$ cat config.mk
export PLATFORM = sky130hd
export DESIGN_NAME = huffman_gen
export DESIGN_NICKNAME = d
export VERILOG_FILES = /design/src/rtl/huffman_gen.sv
export SDC_FILE = /design/constraint.sdc
export NUM_CORES = 1
export LEC_CHECK = 0
export BUFFER_PORTS_ARGS = -buffer_cell sky130_fd_sc_hd__buf_2
export CORE_MARGIN = 5
export CORE_UTILIZATION = 49
export DETAILED_ROUTE_END_ITERATION = 16
export HOLD_SLACK_MARGIN = 0.12
export PLACE_DENSITY_LB_ADDON = 0.08
export SYNTH_ARGS = -nofsm -noshare
export SYNTH_HDL_FRONTEND = slang
export SYNTH_SLANG_ARGS = --single-unit
export TNS_END_PERCENT = 1
$ cat constraint.sdc
create_clock -name clk -period 31.9 [get_ports clk]
set_input_delay 1.595 -clock clk [delete_from_list [all_inputs] [get_ports clk]]
set_output_delay 1.595 -clock clk [all_outputs]
set_load 0.01 [all_outputs]
$ cat src/rtl/huffman_gen.sv
// huffman_gen: counts symbols 1..NSYM over a frame of TOTAL accepted samples, then
// builds a Huffman code with one node merge per cycle. Define HUFF_RESTART_EN to re-arm counting after each frame.
module huffman_gen #(
    parameter int NSYM   = 6,
    parameter int CNT_W  = 8,
    parameter int TOTAL  = 100,
    parameter int CODE_W = 8
) (
    input  logic                   clk,
    input  logic                   reset,
    input  logic                   gray_valid,
    input  logic [7:0]             gray_data,
    output logic                   CNT_valid,
    output logic [NSYM*CNT_W-1:0]  CNT,
    output logic                   code_valid,
    output logic [NSYM*CODE_W-1:0] HC,
    output logic [NSYM*CODE_W-1:0] M,
    output logic                   busy
);
    localparam int LEN_W  = $clog2(CODE_W + 1);
    localparam int IDX_W  = $clog2(NSYM);
    localparam int NACT_W = $clog2(NSYM + 1);

    typedef enum logic [2:0] {COUNT, REPORT, MERGE, OUT, DONE} state_t;
    state_t state;

    logic [CNT_W-1:0]  sum;
    logic [CNT_W-1:0]  weight [NSYM];
    logic [NSYM-1:0]   member [NSYM];
    logic [NSYM-1:0]   active;
    logic [CODE_W-1:0] code [NSYM];
    logic [LEN_W-1:0]  len [NSYM];
    logic [NACT_W-1:0] nact;

    logic [NSYM-1:0]   hit;
    logic [NACT_W-1:0] nz_cnt;
    logic              a_fnd, b_fnd;
    logic [IDX_W-1:0]  a_idx, b_idx, lo_idx, hi_idx;
    logic [CNT_W-1:0]  a_w, b_w;
    logic [NSYM-1:0]   a_mem, b_mem;
    logic [CODE_W-1:0] code_nxt [NSYM];
    logic [LEN_W-1:0]  len_nxt [NSYM];

    function automatic logic [CODE_W-1:0] len_mask(input logic [LEN_W-1:0] l);
        logic [CODE_W:0] t;
        t = {{CODE_W{1'b0}}, 1'b1} << l;
        t = t - {{CODE_W{1'b0}}, 1'b1};
        return t[CODE_W-1:0];
    endfunction

    always_comb begin
        hit    = '0;
        nz_cnt = '0;
        for (int s = 0; s < NSYM; s++) begin
            hit[s] = gray_valid && (gray_data == 8'(s + 1));
            nz_cnt = nz_cnt + NACT_W'(|CNT[s*CNT_W +: CNT_W]);
        end
    end

    // Ascending scan with strict '<' makes the lower slot win on equal weights.
    always_comb begin
        a_fnd = 1'b0;
        b_fnd = 1'b0;
        a_idx = '0;
        b_idx = '0;
        a_w   = '0;
        b_w   = '0;
        a_mem = '0;
        b_mem = '0;
        for (int i = 0; i < NSYM; i++) begin
            if (active[i] && (!a_fnd || weight[i] < a_w)) begin
                a_fnd = 1'b1;
                a_idx = IDX_W'(i);
                a_w   = weight[i];
                a_mem = member[i];
            end
        end
        for (int i = 0; i < NSYM; i++) begin
            if (active[i] && (IDX_W'(i) != a_idx) && (!b_fnd || weight[i] < b_w)) begin
                b_fnd = 1'b1;
                b_idx = IDX_W'(i);
                b_w   = weight[i];
                b_mem = member[i];
            end
        end
        lo_idx = (a_idx < b_idx) ? a_idx : b_idx;
        hi_idx = (a_idx < b_idx) ? b_idx : a_idx;
    end

    always_comb begin
        for (int s = 0; s < NSYM; s++) begin
            code_nxt[s] = code[s];
            len_nxt[s]  = len[s];
            if (a_mem[s]) begin
                code_nxt[s] = code[s] | (CODE_W'(1) << len[s]);
                len_nxt[s]  = len[s] + LEN_W'(1);
            end else if (b_mem[s]) begin
                len_nxt[s]  = len[s] + LEN_W'(1);
            end
        end
    end

    always_ff @(posedge clk or posedge reset) begin
        if (reset) begin
            state      <= COUNT;
            sum        <= '0;
            CNT        <= '0;
            HC         <= '0;
            M          <= '0;
            CNT_valid  <= 1'b0;
            code_valid <= 1'b0;
            busy       <= 1'b0;
            active     <= '0;
            nact       <= '0;
            for (int i = 0; i < NSYM; i++) begin
                weight[i] <= '0;
                member[i] <= '0;
                code[i]   <= '0;
                len[i]    <= '0;
            end
        end else begin
            CNT_valid  <= 1'b0;
            code_valid <= 1'b0;
            case (state)
                COUNT: begin
                    for (int s = 0; s < NSYM; s++) begin
                        if (hit[s])
                            CNT[s*CNT_W +: CNT_W] <= CNT[s*CNT_W +: CNT_W] + CNT_W'(1);
                    end
                    if (|hit) begin
                        sum <= sum + CNT_W'(1);
                        if (sum == CNT_W'(TOTAL - 1)) begin
                            state     <= REPORT;
                            CNT_valid <= 1'b1;
                            busy      <= 1'b1;
                        end
                    end
                end
                REPORT: begin
                    for (int i = 0; i < NSYM; i++) begin
                        weight[i] <= CNT[i*CNT_W +: CNT_W];
                        member[i] <= NSYM'(1) << i;
                        active[i] <= |CNT[i*CNT_W +: CNT_W];
                        code[i]   <= '0;
                        len[i]    <= '0;
                    end
                    nact  <= nz_cnt;
                    state <= MERGE;
                end
                MERGE: begin
                    if (nact <= NACT_W'(1)) begin
                        // Single-symbol frame: a one-bit code of value 0.
                        for (int s = 0; s < NSYM; s++) begin
                            HC[s*CODE_W +: CODE_W] <= '0;
                            M[s*CODE_W +: CODE_W]  <= active[s] ? CODE_W'(1) : '0;
                        end
                        code_valid <= 1'b1;
                        state      <= OUT;
                    end else begin
                        for (int i = 0; i < NSYM; i++) begin
                            if (IDX_W'(i) == lo_idx) begin
                                weight[i] <= a_w + b_w;
                                member[i] <= a_mem | b_mem;
                            end
                            if (IDX_W'(i) == hi_idx)
                                active[i] <= 1'b0;
                        end
                        for (int s = 0; s < NSYM; s++) begin
                            code[s] <= code_nxt[s];
                            len[s]  <= len_nxt[s];
                        end
                        nact <= nact - NACT_W'(1);
                        if (nact == NACT_W'(2)) begin
                            for (int s = 0; s < NSYM; s++) begin
                                HC[s*CODE_W +: CODE_W] <= code_nxt[s];
                                M[s*CODE_W +: CODE_W]  <= len_mask(len_nxt[s]);
                            end
                            code_valid <= 1'b1;
                            state      <= OUT;
                        end
                    end
                end
                OUT: begin
`ifdef HUFF_RESTART_EN
                    state <= COUNT;
                    CNT   <= '0;
                    sum   <= '0;
                    busy  <= 1'b0;
`else
                    state <= DONE;
`endif
                end
                DONE: begin
                end
                default: state <= COUNT;
            endcase
        end
    end
endmodule

Word level (Yosys, flattened, before mapping):

Index checks and enable logic that the tools add are counted.

* bits in registers: 323
* bits in latches: 0
* bits in writable memories: 0
* ROM bits: 0
* input bits: 11
* output and inout bits: 147
* word-level logic and storage cells: 338
* memories kept: 0

* $add $sub $neg: 26
* multipliers: 0
* divide/modulo/power cells: 0
* $lt $le $gt $ge: 12
* equality and inequality tests: 43
* shifts and indexed selects: 12
* multiplexer cells: 115
* bitwise operators: 8
* reduce and logical (&&, ||, !) cells: 78

Operators by type and width (number)
* two-way mux 48 bit: 6
* two-way mux 8 bit: 24
* one-hot mux 48 bit (2 select lines): 2
* two-way mux 6 bit: 19
* << shifter 1 x 4 -> 8 bit (first input constant): 12
* < comparator 8 bit: 10
* one-hot mux 36 bit (2 select lines): 1
* adder 8 x 1 -> 8 bit (second input constant): 7
* two-way mux 4 bit: 12
* bitwise OR 8 bit: 6
* one-hot mux 24 bit (2 select lines): 1
* OR reduction 8 bit: 6
* subtractor 8 x 1 -> 8 bit (second input constant): 6
* two-way mux 3 bit: 15
* AND reduction 3 bit: 13
* two-way mux 36 bit: 1
* two-way mux 1 bit: 30
* != test 2 bit (second input constant): 15
* adder 4 x 1 -> 4 bit (second input constant): 6
* equality test 8 x 3 -> 1 bit (second input constant): 3
* two-way mux 24 bit: 1
* logical AND 1 bit: 22
* AND reduction 2 bit: 9
* equality test 8 x 2 -> 1 bit (second input constant): 2
* other kinds (31): 65

Depth between registers and ports, before layout:

Gate-level depths: netlist (run 1).

* depth after elaboration: 50
* gate-level depth with buffers: 124
* gate-level depth less buffers: 103

Least setup slack after synthesis (run 1):

No wires, ideal clock.

* path type: reg-to-reg
* start point: register active[0]
* end point: register member[18] in the netlist's numbering
* setup time: 0.125 ns
* data arrival time: 24.863 ns
* required time: 31.775 ns
* slack: 6.913 ns
* cell stages (with the launch flop): 115
* buffers on the path: 23
* clock period less this slack: 24.987 ns
* cell sequence: dfrtp_1 clkbuf_1 clkbuf_1 clkbuf_1 clkbuf_1 nand2_1 ha_1 a21o_1 a221o_1 a211oi_2 clkbuf_1 nand2_1 o21ai_0 inv_1 ha_1 nand3_1 a311oi_1 nor2_1 (+79 left out) a21o_1 a21oi_1 o211a_1 o211a_1 a21o_1 buf_2 clkbuf_1 nor2_1 ha_1 nor3_1 inv_1 o21ai_1 a22o_1 buf_2 nand2_1 a21oi_1 buf_2 mux2_2

* word-level cells in the longest chain between the ends: 49

Ends and longest elaborated chain
* from (decl): line 30 `logic [NSYM-1:0] active;`
* from (signal, indexed assignment): line 143 `active[i] <= |CNT[i*CNT_W +: CNT_W];`
* two-way mux 8 bit / two-way mux 1 bit (equally long branches): line 71 `if (active[i] && (!a_fnd || weight[i] < a_w)) begin`
* < comparator 8 bit / logical NOT 1 bit (equally long branches): line 71
* logical OR 1 bit: line 71
* logical AND 1 bit: line 71
* two-way mux 8 bit / two-way mux 1 bit (equally long branches): line 71
* < comparator 8 bit / logical NOT 1 bit (equally long branches): line 71
* logical OR 1 bit: line 71
* logical AND 1 bit: line 71
* (+33 left out)
* logical OR 1 bit: line 79 `if (active[i] && (IDX_W'(i) != a_idx) && (!b_fnd || weight[i] < b_w)) begin`
* logical AND 1 bit: line 79
* two-way mux 3 bit: line 79
* < comparator 3 bit: line 86 `lo_idx = (a_idx < b_idx) ? a_idx : b_idx;`
* two-way mux 3 bit: line 86
* equality test 2 x 3 -> 1 bit: line 161 `if (IDX_W'(i) == lo_idx) begin`
* != test 2 bit (no source line)
* AND reduction 3 bit (no source line)
* to (signal, indexed assignment): line 142 `member[i] <= NSYM'(1) << i;`
* to (signal, indexed assignment): line 163 `member[i] <= a_mem | b_mem;`
* to (decl): line 29 `logic [NSYM-1:0] member [NSYM];`

Parallel ways exist; a longest one is shown, timed or not. The select of a mux whose other input is x is not followed.
A chain may end at the register's enable or synchronous reset.

Worst setup path after layout (run 1):

* start point: register active[0]
* end point: register member[0] in the netlist's numbering

* word-level cells in the longest chain between the ends: 49

Ends and longest elaborated chain (line)
* two-way mux 8 bit / two-way mux 1 bit (equally long branches): 71
* < comparator 8 bit / logical NOT 1 bit (equally long branches): 71
* logical OR 1 bit: 71
* logical AND 1 bit: 71
* two-way mux 8 bit / two-way mux 1 bit (equally long branches): 71
* < comparator 8 bit / logical NOT 1 bit (equally long branches): 71
* logical OR 1 bit: 71
* logical AND 1 bit: 71
* (+33 left out)
* logical OR 1 bit: 79
* logical AND 1 bit: 79
* two-way mux 3 bit: 79
* < comparator 3 bit: 86
* two-way mux 3 bit: 86
* equality test 3 bit: 161
* != test 2 bit (no source line)
* AND reduction 3 bit (no source line)

Parallel ways exist; a longest one is shown, timed or not. The select of a mux whose other input is x is not followed.

==> impl_metrics.prom, run 1 <==
# TYPE chip_impl_metric gauge
chip_impl_info{name="status",value="finished clean"} 1
chip_impl_metric{name="synth_fp_nets",unit=""} 2475
chip_impl_metric{name="antenna_cells_inserted",unit=""} 0
chip_impl_metric{name="vias",unit=""} 18138
chip_impl_metric{name="cts_hold_buf",unit=""} 0
chip_impl_metric{name="cpPeakStageDelay",unit="ps"} 1070
chip_impl_metric{name="dp_hpwl",unit="um"} 47500
chip_impl_metric{name="post-place-ws",unit="ps"} 6200
chip_impl_metric{name="fin_worst_skew",unit="ps"} 21.9
chip_impl_metric{name="area_of_the_multi_input_gates",unit="mm2"} 0.0112
chip_impl_metric{name="numCtsBuffers",unit=""} 38
chip_impl_info{name="cpMaxStageDelayCell",value="sky130_fd_sc_hd__nor3_2"} 1
chip_impl_metric{name="report.final.hold_viol_count",unit=""} 0
chip_impl_info{name="path_common_cell",value="sky130_fd_sc_hd__a21oi_1"} 1
chip_impl_metric{name="final.period_utilization",unit=""} 0.825
chip_impl_metric{name="grt_first_pass_wirelength",unit="um"} 101000
chip_impl_metric{name="ioPinCount",unit=""} 158
chip_impl_info{name="hold_path.class",value="flip-flop to flip-flop"} 1
chip_impl_metric{name="die_h",unit="um"} 212
chip_impl_metric{name="netlist_instances",unit=""} 2320
chip_impl_metric{name="antenna_violating_nets_post_route",unit=""} 0
chip_impl_metric{name="cts_resized",unit=""} 0
chip_impl_metric{name="drt_pre_antenna_iters",unit=""} 6
chip_impl_metric{name="worst_ep_arrival_time",unit="ps"} 26750
chip_impl_metric{name="fin_setup_tns",unit="ps"} 0
chip_impl_metric{name="post-route-drc-count",unit=""} 0
chip_impl_metric{name="initial_antenna_violation_count",unit=""} 0
chip_impl_metric{name="synth_enable_flop_cells",unit=""} 0
chip_impl_metric{name="worstMarginPinSlew",unit="ps"} 1310
chip_impl_metric{name="cp.required",unit="ps"} 32340
chip_impl_metric{name="total_leakage_power",unit="nW"} 10.9
chip_impl_info{name="regToRegStartpoint",value="active[0]"} 1
chip_impl_metric{name="grt.total_usage",unit=""} 0.284
chip_impl_metric{name="max_transition_margin",unit=""} 0.121
chip_impl_metric{name="met3_wirelength",unit="um"} 4020
chip_impl_metric{name="max_cap_violations",unit=""} 0
chip_impl_metric{name="core-area",unit="mm2"} 0.0407
chip_impl_metric{name="ys.warnings.count",unit=""} 0
chip_impl_info{name="synthFlopType",value="sky130_fd_sc_hd__dfrtp_1"} 1
chip_impl_metric{name="first_global_vias",unit=""} 17636
chip_impl_metric{name="ys_async_rst_share",unit=""} 1.00
chip_impl_metric{name="cts.sink_count",unit=""} 323
chip_impl_metric{name="num-fill-cells",unit=""} 3834
chip_impl_metric{name="floorplan.rows",unit=""} 74
chip_impl_metric{name="port_buffers",unit=""} 157
chip_impl_info{name="startpoint",value="active[0]"} 1
chip_impl_metric{name="initial_utilization",unit=""} 0.493
chip_impl_metric{name="seqCellArea",unit="mm2"} 0.00808
chip_impl_metric{name="grt_remaining_overflow",unit=""} 0
chip_impl_metric{name="grt_max_degree",unit=""} 100
chip_impl_info{name="topRoutingLayerUsed",value="met4"} 1
chip_impl_metric{name="synth_seq_cells",unit=""} 323
chip_impl_metric{name="largest_driver_fanout_on_the_critical_path",unit=""} 39
chip_impl_metric{name="gp_congestion",unit=""} 0.974
chip_impl_metric{name="avgSynthCellArea",unit="um2"} 8.66
chip_impl_metric{name="final_net_count",unit=""} 2584
chip_impl_metric{name="yosys.cell_types.count",unit=""} 87
chip_impl_metric{name="number_of_h_tree_levels",unit=""} 2
chip_impl_metric{name="seq_area_frac_synth",unit=""} 0.402
chip_impl_metric{name="dr.first_iter.drc_count",unit=""} 1469
chip_impl_info{name="synth_top_cell_by_area",value="sky130_fd_sc_hd__dfrtp_1"} 1
chip_impl_info{name="endpoint_kind",value="flip-flop"} 1
chip_impl_metric{name="clk_pin_slew",unit="ps"} 60
chip_impl_metric{name="die_w",unit="um"} 212
chip_impl_metric{name="wl",unit="um"} 64900
chip_impl_metric{name="slack_of_the_critical_path",unit="ps"} 5590
chip_impl_info{name="tritoncts_clock_tree",value="built"} 1
chip_impl_metric{name="final-max-slew-violation-count",unit=""} 0
chip_impl_metric{name="average_wire_per_cell_in_the_routed_design",unit="um"} 21.7
chip_impl_metric{name="report.final.setup_viol",unit=""} 0
chip_impl_metric{name="clock.fmax",unit="MHz"} 38.0
chip_impl_info{name="critPathKind",value="flip-flop to flip-flop"} 1
chip_impl_metric{name="pwr_density_cell",unit="mW/mm2"} 40.2
chip_impl_info{name="rsz0062_at_grt",value="no"} 1
chip_impl_metric{name="syn-cell-area",unit="mm2"} 0.0201
chip_impl_metric{name="drt-met1-wl",unit="um"} 28100
chip_impl_metric{name="met2_length",unit="um"} 30300
chip_impl_metric{name="worstSkewPairLatency",unit="ps"} 560
chip_impl_info{name="synth.area.top_cells",value="sky130_fd_sc_hd__dfrtp_1 (40%), sky130_fd_sc_hd__ha_1 (8.7%), sky130_fd_sc_hd__nand2_1 (5.7%)"} 1
chip_impl_metric{name="max-clock-path-buffers",unit=""} 3
chip_impl_metric{name="share_of_post_route_cells_with_drive_strength_above_1",unit=""} 0.135
chip_impl_info{name="clock-root-buffer",value="sky130_fd_sc_hd__clkbuf_16"} 1
chip_impl_metric{name="cts_setup_buffers",unit=""} 0
chip_impl_metric{name="syn_to_final_growth",unit="%"} 13.2
chip_impl_metric{name="routed_via_density",unit=""} 6.07
chip_impl_metric{name="peakVddDrop",unit="mV"} 0.0415
chip_impl_info{name="startpoint_type",value="flip-flop"} 1
chip_impl_info{name="holdCritStartpoint",value="HC[14]"} 1
chip_impl_metric{name="timing.final.crit_period",unit="ps"} 26310
chip_impl_metric{name="reg2reg_setup_slack",unit="ps"} 5590
chip_impl_metric{name="die-area",unit="mm2"} 0.0451
chip_impl_metric{name="yosysTopAreaCellShare",unit=""} 0.402
-- synthesized netlist by cell type, types with 7 or more instances --
master and number:
sky130_fd_sc_hd__dfrtp_1 323, sky130_fd_sc_hd__nand2_1 306, sky130_fd_sc_hd__o21ai_0 222, sky130_fd_sc_hd__nor2_1 209, sky130_fd_sc_hd__a21oi_1 180, sky130_fd_sc_hd__ha_1 140
sky130_fd_sc_hd__inv_1 113, sky130_fd_sc_hd__clkbuf_1 97, sky130_fd_sc_hd__nand3_1 69, sky130_fd_sc_hd__xnor2_1 58, sky130_fd_sc_hd__a31oi_1 57, sky130_fd_sc_hd__nor3_1 51
sky130_fd_sc_hd__mux2i_1 41, sky130_fd_sc_hd__a21o_1 33, sky130_fd_sc_hd__nand4_1 33, sky130_fd_sc_hd__mux2_2 29, sky130_fd_sc_hd__o211ai_1 27, sky130_fd_sc_hd__and3_1 24
sky130_fd_sc_hd__a211oi_1 22, sky130_fd_sc_hd__nand2b_1 14, sky130_fd_sc_hd__o21a_1 14, sky130_fd_sc_hd__and2_1 13, sky130_fd_sc_hd__nor2b_1 13, sky130_fd_sc_hd__buf_2 11
sky130_fd_sc_hd__nor4_1 11, sky130_fd_sc_hd__xor2_1 11, sky130_fd_sc_hd__a22o_1 10, sky130_fd_sc_hd__o21ai_1 10, sky130_fd_sc_hd__a211o_1 9, sky130_fd_sc_hd__buf_1 9
sky130_fd_sc_hd__a221oi_1 8, sky130_fd_sc_hd__nor4b_1 8, sky130_fd_sc_hd__or3_1 8, sky130_fd_sc_hd__a221o_1 7, sky130_fd_sc_hd__o22ai_1 7, sky130_fd_sc_hd__or2_2 7
-- layer usage --
layer / track usage / up-vias
li1: - / 8525
met1: 0.380 / 8884
met2: 0.468 / 603
met3: 0.0471 / 126
met4: 0.100 / 0
met5: 0 / -
-- final cells by class --
class,instances,share of cell area
well taps,532,0.0293
flip-flops and latches,323,0.355
clock inverters,16,0.0111
inverters,115,0.0194
multi-input cells,1763,0.491
clock buffers,51,0.0492
repair buffers,188,0.0448
-- where the power goes --
group          total [mW]  switching [mW]  internal [mW]
Combinational      0.0200          0.0141        0.00591
Sequential          0.418         0.00536          0.413
Clock               0.476           0.181          0.295
-- critical path: cells and delay by family, from the launching register on --
| family | cells | cell delay [ps] |
|---|---|---|
| muxes | 6 | 2120 |
| adders and majority gates | 11 | 3080 |
| and+or+nand+nor | 24 | 5290 |
| DFF | 1 | 320 |
| buffers and inverters | 10 | 1830 |
| AOI/OAI and AO/OA | 46 | 13480 |
-- cell usage in the layout, fill, tap and decap left out, drive strengths merged, types with 27 or more instances in the layout --
cell    Yosys  layout
dfrtp     323     323
inv       114     114
a21o       33      33
mux2i      42      42
nor3       51      51
a31oi      58      58
xnor2      58      58
nor2      209     209
buf        22     188
clkbuf     97      51
o211ai     27      27
nand2     306     306
nand4      33      33
nand3      69      69
mux2       29      29
o21ai     234     234
a21oi     186     186
ha        140     140
-- path summary, 6_finish.rpt --
check	endpoint	depth (start not counted)
min in group asynchronous	HC[1]	2
min reg2reg	HC[14]	2
max	member[0]	97
max in group asynchronous	CNT[3]	3
min	HC[14]	2
max reg2reg	member[0]	97
-- registers in the layout, indices dropped and copies added, names as in the netlist --
name and cells:
code 48, busy 1, active 6, HC 48, weight 48, CNT 48
len 24, CNT_valid 1, state 3, code_valid 1, nact 3, M 48
member 36, sum 8
-- cells by family after synthesis --
| group | Yosys count | synth area share |
|---|---|---|
| compound gates | 691 | 0.217 |
| xor+xnor | 69 | 0.0301 |
| fa+ha+maj | 144 | 0.0912 |
| buf+inv | 234 | 0.0451 |
| flops | 323 | 0.402 |
| mux | 71 | 0.0378 |
| simple gates | 788 | 0.177 |
-- stage by stage --
stage | std cells | utilization | power, mW | cell area, um2 | hold WS, ps
2_1_floorplan | 2320 | - | 0.437 | 20100 | 443
3_5_place_dp | 2921 | 0.525 | 0.446 | 21400 | 459
6_report | 2988 | 0.558 | 0.914 | 22700 | 470
5_1_grt | 2988 | 0.558 | 0.942 | 22700 | 486
3_3_place_gp | 2921 | 0.525 | 0.445 | 21400 | 447
4_1_cts | 2988 | 0.558 | 0.922 | 22700 | 473
(Power assumes the default switching activity.)
==> run 2: changes to the inputs <==
ABC_AREA = 1   (was default)
clock period = 26.3 ns   (was 31.9 ns; I/O delays follow)
==> impl_metrics.prom, run 2 <==
# TYPE chip_impl_metric gauge
chip_impl_info{name="whs_endpoint",value="busy"} 1
chip_impl_metric{name="yosys.cell_types.count",unit=""} 45
chip_impl_info{name="critPathKind",value="flip-flop to flip-flop"} 1
chip_impl_metric{name="gp_congestion",unit=""} 0.961
chip_impl_metric{name="pwr_density_cell",unit="mW/mm2"} 151
chip_impl_info{name="status",value="finished clean"} 1
chip_impl_metric{name="numCtsBuffers",unit=""} 37
chip_impl_metric{name="num-fill-cells",unit=""} 3708
chip_impl_metric{name="syn-cell-area",unit="mm2"} 0.0193
chip_impl_info{name="synth_top_cell_by_area",value="sky130_fd_sc_hd__dfrtp_1"} 1
chip_impl_metric{name="post-route-drc-count",unit=""} 0
chip_impl_metric{name="wl",unit="um"} 60500
chip_impl_metric{name="syn_to_final_growth",unit="%"} 12.5
chip_impl_info{name="clock-root-buffer",value="sky130_fd_sc_hd__clkbuf_16"} 1
chip_impl_metric{name="cp.required",unit="ps"} 26730
chip_impl_metric{name="cts_hold_buf",unit=""} 0
chip_impl_metric{name="average_wire_per_cell_in_the_routed_design",unit="um"} 19.0
chip_impl_metric{name="finalCoreUtilization",unit=""} 0.560
chip_impl_info{name="post-synth-top-count-cell",value="sky130_fd_sc_hd__nand2_1"} 1
chip_impl_metric{name="yosys.area_share.adder",unit=""} 0.0948
chip_impl_metric{name="report.final.hold_viol_count",unit=""} 0
chip_impl_metric{name="report.final.setup_viol",unit=""} 0
chip_impl_metric{name="seq_area_frac_synth",unit=""} 0.418
chip_impl_info{name="yosys-top-cells-count",value="sky130_fd_sc_hd__nand2_1 (745), sky130_fd_sc_hd__dfrtp_1 (323), sky130_fd_sc_hd__o21ai_0 (232), sky130_fd_sc_hd__inv_1 (212), sky130_fd_sc_hd__nand3_1 (192)"} 1
chip_impl_metric{name="max_transition_margin",unit=""} 0.278
chip_impl_metric{name="cpPeakStageDelay",unit="ps"} 660
chip_impl_metric{name="die_h",unit="um"} 209
chip_impl_metric{name="core-area",unit="mm2"} 0.0388
chip_impl_metric{name="post_synth_mux_area_share",unit=""} 0.000583
chip_impl_info{name="startpoint_type",value="flip-flop"} 1
chip_impl_metric{name="worst_reg2reg_path_depth",unit=""} 106
chip_impl_metric{name="netlist_instances",unit=""} 2522
chip_impl_info{name="path_common_cell",value="sky130_fd_sc_hd__nand2_1"} 1
chip_impl_metric{name="timing.hold.worst_path_depth",unit=""} 1
chip_impl_info{name="hold_path.class",value="flip-flop to flip-flop"} 1
chip_impl_metric{name="die_w",unit="um"} 209
chip_impl_metric{name="share_of_post_route_cells_with_drive_strength_above_1",unit=""} 0.123
chip_impl_info{name="topRoutingLayerUsed",value="met4"} 1
chip_impl_metric{name="cts_setup_buffers",unit=""} 0
chip_impl_metric{name="clock.fmax",unit="MHz"} 56.2
chip_impl_metric{name="max-clock-path-buffers",unit=""} 3
chip_impl_metric{name="grt_remaining_overflow",unit=""} 0
chip_impl_metric{name="peakVddDrop",unit="mV"} 0.0567
chip_impl_metric{name="dr.first_iter.drc_count",unit=""} 1512
chip_impl_metric{name="fin_worst_skew",unit="ps"} 17.0
chip_impl_info{name="regToRegStartpoint",value="active[0]"} 1
chip_impl_metric{name="floorplan.rows",unit=""} 72
chip_impl_metric{name="max_cap_violations",unit=""} 0
chip_impl_info{name="layout_common_cells",value="sky130_fd_sc_hd__nand2_1 (745), sky130_fd_sc_hd__dfrtp_1 (323), sky130_fd_sc_hd__o21ai_0 (232), sky130_fd_sc_hd__inv_1 (211), sky130_fd_sc_hd__nand3_1 (192)"} 1
chip_impl_metric{name="synth_compound_area_frac",unit=""} 0.127
chip_impl_metric{name="final_net_count",unit=""} 2799
chip_impl_metric{name="routed_via_density",unit=""} 5.55
chip_impl_metric{name="vias",unit=""} 17693
chip_impl_metric{name="grt.total_usage",unit=""} 0.275
chip_impl_metric{name="clk_pin_slew",unit="ps"} 60
chip_impl_metric{name="worst_ep_arrival_time",unit="ps"} 18200
chip_impl_metric{name="total_leakage_power",unit="nW"} 11.4
chip_impl_metric{name="timing.final.crit_period",unit="ps"} 17780
chip_impl_metric{name="drt-met1-wl",unit="um"} 27700
chip_impl_info{name="tritoncts_clock_tree",value="built"} 1
chip_impl_metric{name="number_of_h_tree_levels",unit=""} 2
chip_impl_metric{name="antenna_cells_inserted",unit=""} 0
chip_impl_metric{name="post_synth_and_or_nand_nor_area_fraction",unit=""} 0.268
chip_impl_metric{name="final.period_utilization",unit=""} 0.676
chip_impl_metric{name="initial_utilization",unit=""} 0.498
chip_impl_metric{name="drt_pre_antenna_iters",unit=""} 6
chip_impl_metric{name="final-max-slew-violation-count",unit=""} 0
chip_impl_metric{name="port_buffers",unit=""} 157
chip_impl_metric{name="post-place-ws",unit="ps"} 8820
chip_impl_info{name="synthFlopType",value="sky130_fd_sc_hd__dfrtp_1"} 1
chip_impl_info{name="startpoint",value="active[0]"} 1
chip_impl_metric{name="cts.sink_count",unit=""} 323
chip_impl_metric{name="slack_of_the_critical_path",unit="ps"} 8520
chip_impl_metric{name="yosysTopAreaCellShare",unit=""} 0.418
chip_impl_metric{name="worstMarginPinSlew",unit="ps"} 1080
chip_impl_info{name="holdCritStartpoint",value="busy"} 1
chip_impl_metric{name="grt_first_pass_wirelength",unit="um"} 96400
chip_impl_metric{name="met2_length",unit="um"} 26200
chip_impl_metric{name="cts_resized",unit=""} 0
chip_impl_metric{name="die-area",unit="mm2"} 0.0435
chip_impl_info{name="endpoint_kind",value="flip-flop"} 1
chip_impl_metric{name="synth_fp_nets",unit=""} 2677
chip_impl_metric{name="worstSkewPairLatency",unit="ps"} 550
chip_impl_info{name="rr_endpoint",value="weight[23]"} 1
chip_impl_metric{name="synth_seq_cells",unit=""} 323
chip_impl_metric{name="largest_driver_fanout_on_the_critical_path",unit=""} 28
chip_impl_info{name="cpMaxStageDelayCell",value="sky130_fd_sc_hd__dfrtp_1"} 1
chip_impl_metric{name="first_global_vias",unit=""} 17007
chip_impl_metric{name="synth_xor_area_frac",unit=""} 0.0254
chip_impl_metric{name="reg2reg_setup_slack",unit="ps"} 8520
chip_impl_metric{name="fin_setup_tns",unit="ps"} 0
chip_impl_metric{name="grt_max_degree",unit=""} 97
chip_impl_info{name="rsz0062_at_grt",value="no"} 1
chip_impl_metric{name="dp_hpwl",unit="um"} 45000
chip_impl_metric{name="synth_enable_flop_cells",unit=""} 0
chip_impl_metric{name="antenna_violating_nets_post_route",unit=""} 0
chip_impl_info{name="final_common_cell",value="sky130_fd_sc_hd__nand2_1"} 1
chip_impl_metric{name="ys_async_rst_share",unit=""} 1.00
chip_impl_metric{name="initial_antenna_violation_count",unit=""} 0
chip_impl_info{name="synth.area.top_cells",value="sky130_fd_sc_hd__dfrtp_1 (42%), sky130_fd_sc_hd__nand2_1 (14%), sky130_fd_sc_hd__ha_1 (9.1%)"} 1
chip_impl_metric{name="avgSynthCellArea",unit="um2"} 7.66
chip_impl_metric{name="ys.warnings.count",unit=""} 0
chip_impl_metric{name="ioPinCount",unit=""} 158
chip_impl_metric{name="met3_wirelength",unit="um"} 5020
chip_impl_info{name="synth_top_family_by_area",value="simple AND/OR/NAND/NOR gates"} 1
run 2: cell types whose count changed after synthesis, moves of 33 or more:
cell and change:
sky130_fd_sc_hd__nand2_2 +39, sky130_fd_sc_hd__xnor2_1 -47, sky130_fd_sc_hd__nand2_1 +439, sky130_fd_sc_hd__a31oi_1 -41
sky130_fd_sc_hd__nor2_1 -53, sky130_fd_sc_hd__nand3_1 +123, sky130_fd_sc_hd__a21o_1 -33, sky130_fd_sc_hd__mux2i_1 -41
sky130_fd_sc_hd__inv_1 +99, sky130_fd_sc_hd__xor2_1 +34, sky130_fd_sc_hd__a21oi_1 -62
run 2: area by class of cell:
type                    instances  area, um2  share of cell area
multi-input cells            1876       9990               0.459
flip-flops and latches        323       8080               0.372
clock buffers                  55       1140              0.0527
inverters                     237        898              0.0413
repair buffers                169        876              0.0403
well taps                     518        648              0.0298
clock inverters                11        101             0.00466
run 2: cell families (layout without fill, tap and decap cells):
kind of cell             count (synthesis)  count (layout)
AND/OR/NAND/NOR                       1221            1221
AO/OA/AOI/OAI                          454             454
multiplexers                             1               1
XOR/XNOR                                56              56
flip-flops                             323             323
buffers and inverters                  323             472
adder cells (fa/ha/maj)                144             144
run 2: worst max-delay path by stage:
stage | end | slack (ps) | depth (start not counted)
after global placement | weight[15] | 9100 | 103
after CTS | weight[23] | 8730 | 104
final | weight[23] | 8520 | 106
after floorplan | weight[15] | 10290 | 116
after detailed placement | weight[15] | 8820 | 104
after global routing | weight[23] | 6710 | 109
run 2: metal layers:
layer  vias to the layer above  track usage
met5                         -            0
met1                      8378        0.410
li1                       8552            -
met4                         0       0.0718
met3                        94       0.0486
met2                       669        0.416
run 2: metrics by stage:
step           hold slack [ps]  total power, mW  cells  instance area [um2]
6_report                   471             3.28   3189                21700
5_1_grt                    484             3.61   3189                21700
4_1_cts                    472             3.26   3189                21700
3_5_place_dp               449             2.72   3123                20500
3_3_place_gp               452             2.70   3123                20500
2_1_floorplan              434             2.17   2522                19300
run 2: worst max-delay path, delay by kind of cell (launching register included):
kind            cells  cell delay, ps
fa+ha+maj          11            3590
xor+xnor            1             130
simple gates       57            5820
flops               1             660
compound gates     30            6440
buf+inv             7             940
run 2: power breakdown:
part | internal, mW | switching, mW | total (mW) | leakage (nW)
sequential | 0.580 | 0.101 | 0.681 | 3.96
combinational | 0.683 | 1.38 | 2.07 | 6.81
clock | 0.312 | 0.215 | 0.527 | 0.620
==> run 3: changes to the inputs <==
clock period = 14.4 ns   (was 26.3 ns; I/O delays follow)
==> impl_metrics.prom, run 3 (synthesis gave the netlist of run 2 again) <==
# TYPE chip_impl_metric gauge
chip_impl_info{name="status",value="finished clean"} 1
chip_impl_metric{name="worst_reg2reg_path_depth",unit=""} 112
chip_impl_metric{name="numCtsBuffers",unit=""} 38
chip_impl_metric{name="antenna_violating_nets_post_route",unit=""} 0
chip_impl_metric{name="average_wire_per_cell_in_the_routed_design",unit="um"} 18.7
chip_impl_metric{name="cpPeakStageDelay",unit="ps"} 470
chip_impl_metric{name="final.period_utilization",unit=""} 0.994
chip_impl_metric{name="report.final.hold_viol_count",unit=""} 0
chip_impl_metric{name="gp_congestion",unit=""} 0.974
chip_impl_metric{name="worstMarginPinSlew",unit="ps"} 1030
chip_impl_metric{name="drt_pre_antenna_iters",unit=""} 6
chip_impl_metric{name="port_buffers",unit=""} 157
chip_impl_metric{name="dr.first_iter.drc_count",unit=""} 1533
chip_impl_metric{name="total_leakage_power",unit="nW"} 12.0
chip_impl_metric{name="die_h",unit="um"} 209
chip_impl_metric{name="max_cap_violations",unit=""} 0
chip_impl_metric{name="fin_worst_skew",unit="ps"} 24.5
chip_impl_metric{name="timing.final.crit_period",unit="ps"} 14310
chip_impl_metric{name="final-max-slew-violation-count",unit=""} 0
chip_impl_metric{name="antenna_cells_inserted",unit=""} 0
chip_impl_metric{name="ioPinCount",unit=""} 158
chip_impl_metric{name="initial_utilization",unit=""} 0.498
chip_impl_info{name="cpMaxStageDelayCell",value="sky130_fd_sc_hd__dfrtp_2"} 1
chip_impl_metric{name="die-area",unit="mm2"} 0.0435
chip_impl_metric{name="post-route-drc-count",unit=""} 0
chip_impl_metric{name="cts.sink_count",unit=""} 323
chip_impl_metric{name="grt_remaining_overflow",unit=""} 0
chip_impl_metric{name="pwr_density_cell",unit="mW/mm2"} 290
chip_impl_metric{name="grt.total_usage",unit=""} 0.275
chip_impl_info{name="layout_common_cells",value="sky130_fd_sc_hd__nand2_1 (723), sky130_fd_sc_hd__dfrtp_1 (322), sky130_fd_sc_hd__inv_1 (209), sky130_fd_sc_hd__nand3_1 (191), sky130_fd_sc_hd__o21ai_0 (182)"} 1
chip_impl_metric{name="cp.required",unit="ps"} 14830
chip_impl_metric{name="finalCoreUtilization",unit=""} 0.595
chip_impl_info{name="path_common_cell",value="sky130_fd_sc_hd__nand2_1"} 1
chip_impl_metric{name="max_transition_margin",unit=""} 0.315
chip_impl_metric{name="worstSkewPairLatency",unit="ps"} 550
chip_impl_metric{name="largest_driver_fanout_on_the_critical_path",unit=""} 15
chip_impl_metric{name="peakVddDrop",unit="mV"} 0.126
chip_impl_metric{name="first_global_vias",unit=""} 17066
chip_impl_metric{name="grt_max_degree",unit=""} 163
chip_impl_metric{name="clock.fmax",unit="MHz"} 69.9
chip_impl_info{name="rsz0062_at_grt",value="yes"} 1
chip_impl_metric{name="post-place-ws",unit="ps"} -600
chip_impl_metric{name="routed_via_density",unit=""} 5.46
chip_impl_metric{name="dp_hpwl",unit="um"} 45600
chip_impl_metric{name="syn_to_final_growth",unit="%"} 19.5
chip_impl_metric{name="grt_first_pass_wirelength",unit="um"} 97100
chip_impl_info{name="clock-root-buffer",value="sky130_fd_sc_hd__clkbuf_16"} 1
chip_impl_info{name="endpoint_kind",value="flip-flop"} 1
chip_impl_info{name="critPathKind",value="flip-flop to flip-flop"} 1
chip_impl_metric{name="wl",unit="um"} 61700
chip_impl_info{name="tritoncts_clock_tree",value="built"} 1
chip_impl_info{name="startpoint_type",value="flip-flop"} 1
chip_impl_metric{name="slack_of_the_critical_path",unit="ps"} 86.3
chip_impl_metric{name="worst_ep_arrival_time",unit="ps"} 14740
chip_impl_metric{name="share_of_post_route_cells_with_drive_strength_above_1",unit=""} 0.183
chip_impl_metric{name="max-clock-path-buffers",unit=""} 3
chip_impl_metric{name="report.final.setup_viol",unit=""} 0
chip_impl_metric{name="final_net_count",unit=""} 2908
chip_impl_metric{name="clk_pin_slew",unit="ps"} 70
chip_impl_metric{name="floorplan.rows",unit=""} 72
chip_impl_info{name="hold_path.class",value="input pin to async pin"} 1
chip_impl_metric{name="vias",unit=""} 17977
chip_impl_metric{name="core-area",unit="mm2"} 0.0388
chip_impl_metric{name="die_w",unit="um"} 209
chip_impl_info{name="final_common_cell",value="sky130_fd_sc_hd__nand2_1"} 1
chip_impl_metric{name="number_of_h_tree_levels",unit=""} 2
chip_impl_metric{name="initial_antenna_violation_count",unit=""} 0
chip_impl_metric{name="num-fill-cells",unit=""} 3568
run 3: cell count changes in the layout (fill, tap and decap cells not counted), moves of 7 or more:
cell and change:
sky130_fd_sc_hd__a21oi_1 -8, sky130_fd_sc_hd__nand2_2 +15, sky130_fd_sc_hd__o21ai_2 +23, sky130_fd_sc_hd__o21ai_0 -50, sky130_fd_sc_hd__nand2_4 +8, sky130_fd_sc_hd__nand2_1 -22, sky130_fd_sc_hd__o21ai_1 +24, sky130_fd_sc_hd__a21oi_2 +7
sky130_fd_sc_hd__buf_4 +98
run 3: area by class of cell:
| cell class | count | area [um2] | area share |
|---|---|---|---|
| Multi-Input combinational cell | 1881 | 10500 | 0.453 |
| Clock buffer | 51 | 1080 | 0.0468 |
| Clock inverter | 13 | 208 | 0.00899 |
| Timing Repair Buffer | 272 | 1700 | 0.0737 |
| Inverter | 237 | 906 | 0.0392 |
| Sequential cell | 323 | 8080 | 0.350 |
| Tap cell | 518 | 648 | 0.0281 |
run 3: power breakdown:
part           total [mW]  internal (mW)  switching (mW)
combinational        4.48           1.71            2.77
sequential           1.22           1.06           0.158
clock                1.00          0.614           0.388
total                6.70           3.39            3.32
run 3: per-layer routing:
layer	routed length [um]	global-route usage	up-vias
met1	28900	0.412	8546
met3	4810	0.0655	83
met4	1130	0.0585	0
li1	-	-	8771
met2	26800	0.411	577
met5	0	0	-
run 3: critical path: cells and delay by family, from the launching register on:
family                   cells  cell delay, ps
buffers and inverters       10             880
AND/OR/NAND/NOR             60            5390
XOR/XNOR                     1              80
adder cells (fa/ha/maj)     11            3130
AO/OA/AOI/OAI               30            4270
flip-flops                   1             470
run 3: what timing repair did:
item	4_1_cts	5_1_grt
hold buffers	0	0
cloned	2	3
setup buffers	6	9
pin swaps	6	26
gates resized for setup	31	95
setup endpoints to repair	95	162
run 3: final timing paths:
kind,start,slack [ps],end
max in group asynchronous,reset,12640,active[0]
worst min register to register,sum[7],470,sum[7]
worst max register to register,active[0],90,weight[39]
min in group clk,sum[7],470,sum[7]
worst min-delay path,reset,250,HC[18]
worst max-delay path,active[0],90,weight[39]
run 3: per-stage QoR:
step           cells  cell area (um2)  power [mW]  hold WS, ps  TNS, ps
2_1_floorplan   2522            19500        4.02          434    -1270
3_5_place_dp    3211            21200        5.24          456   -24650
3_3_place_gp    3211            21200        5.18          450    -1030
5_1_grt         3295            23100        7.33          308   -94910
4_1_cts         3283            22600        6.38          272        0
6_report        3295            23100        6.70          251        0
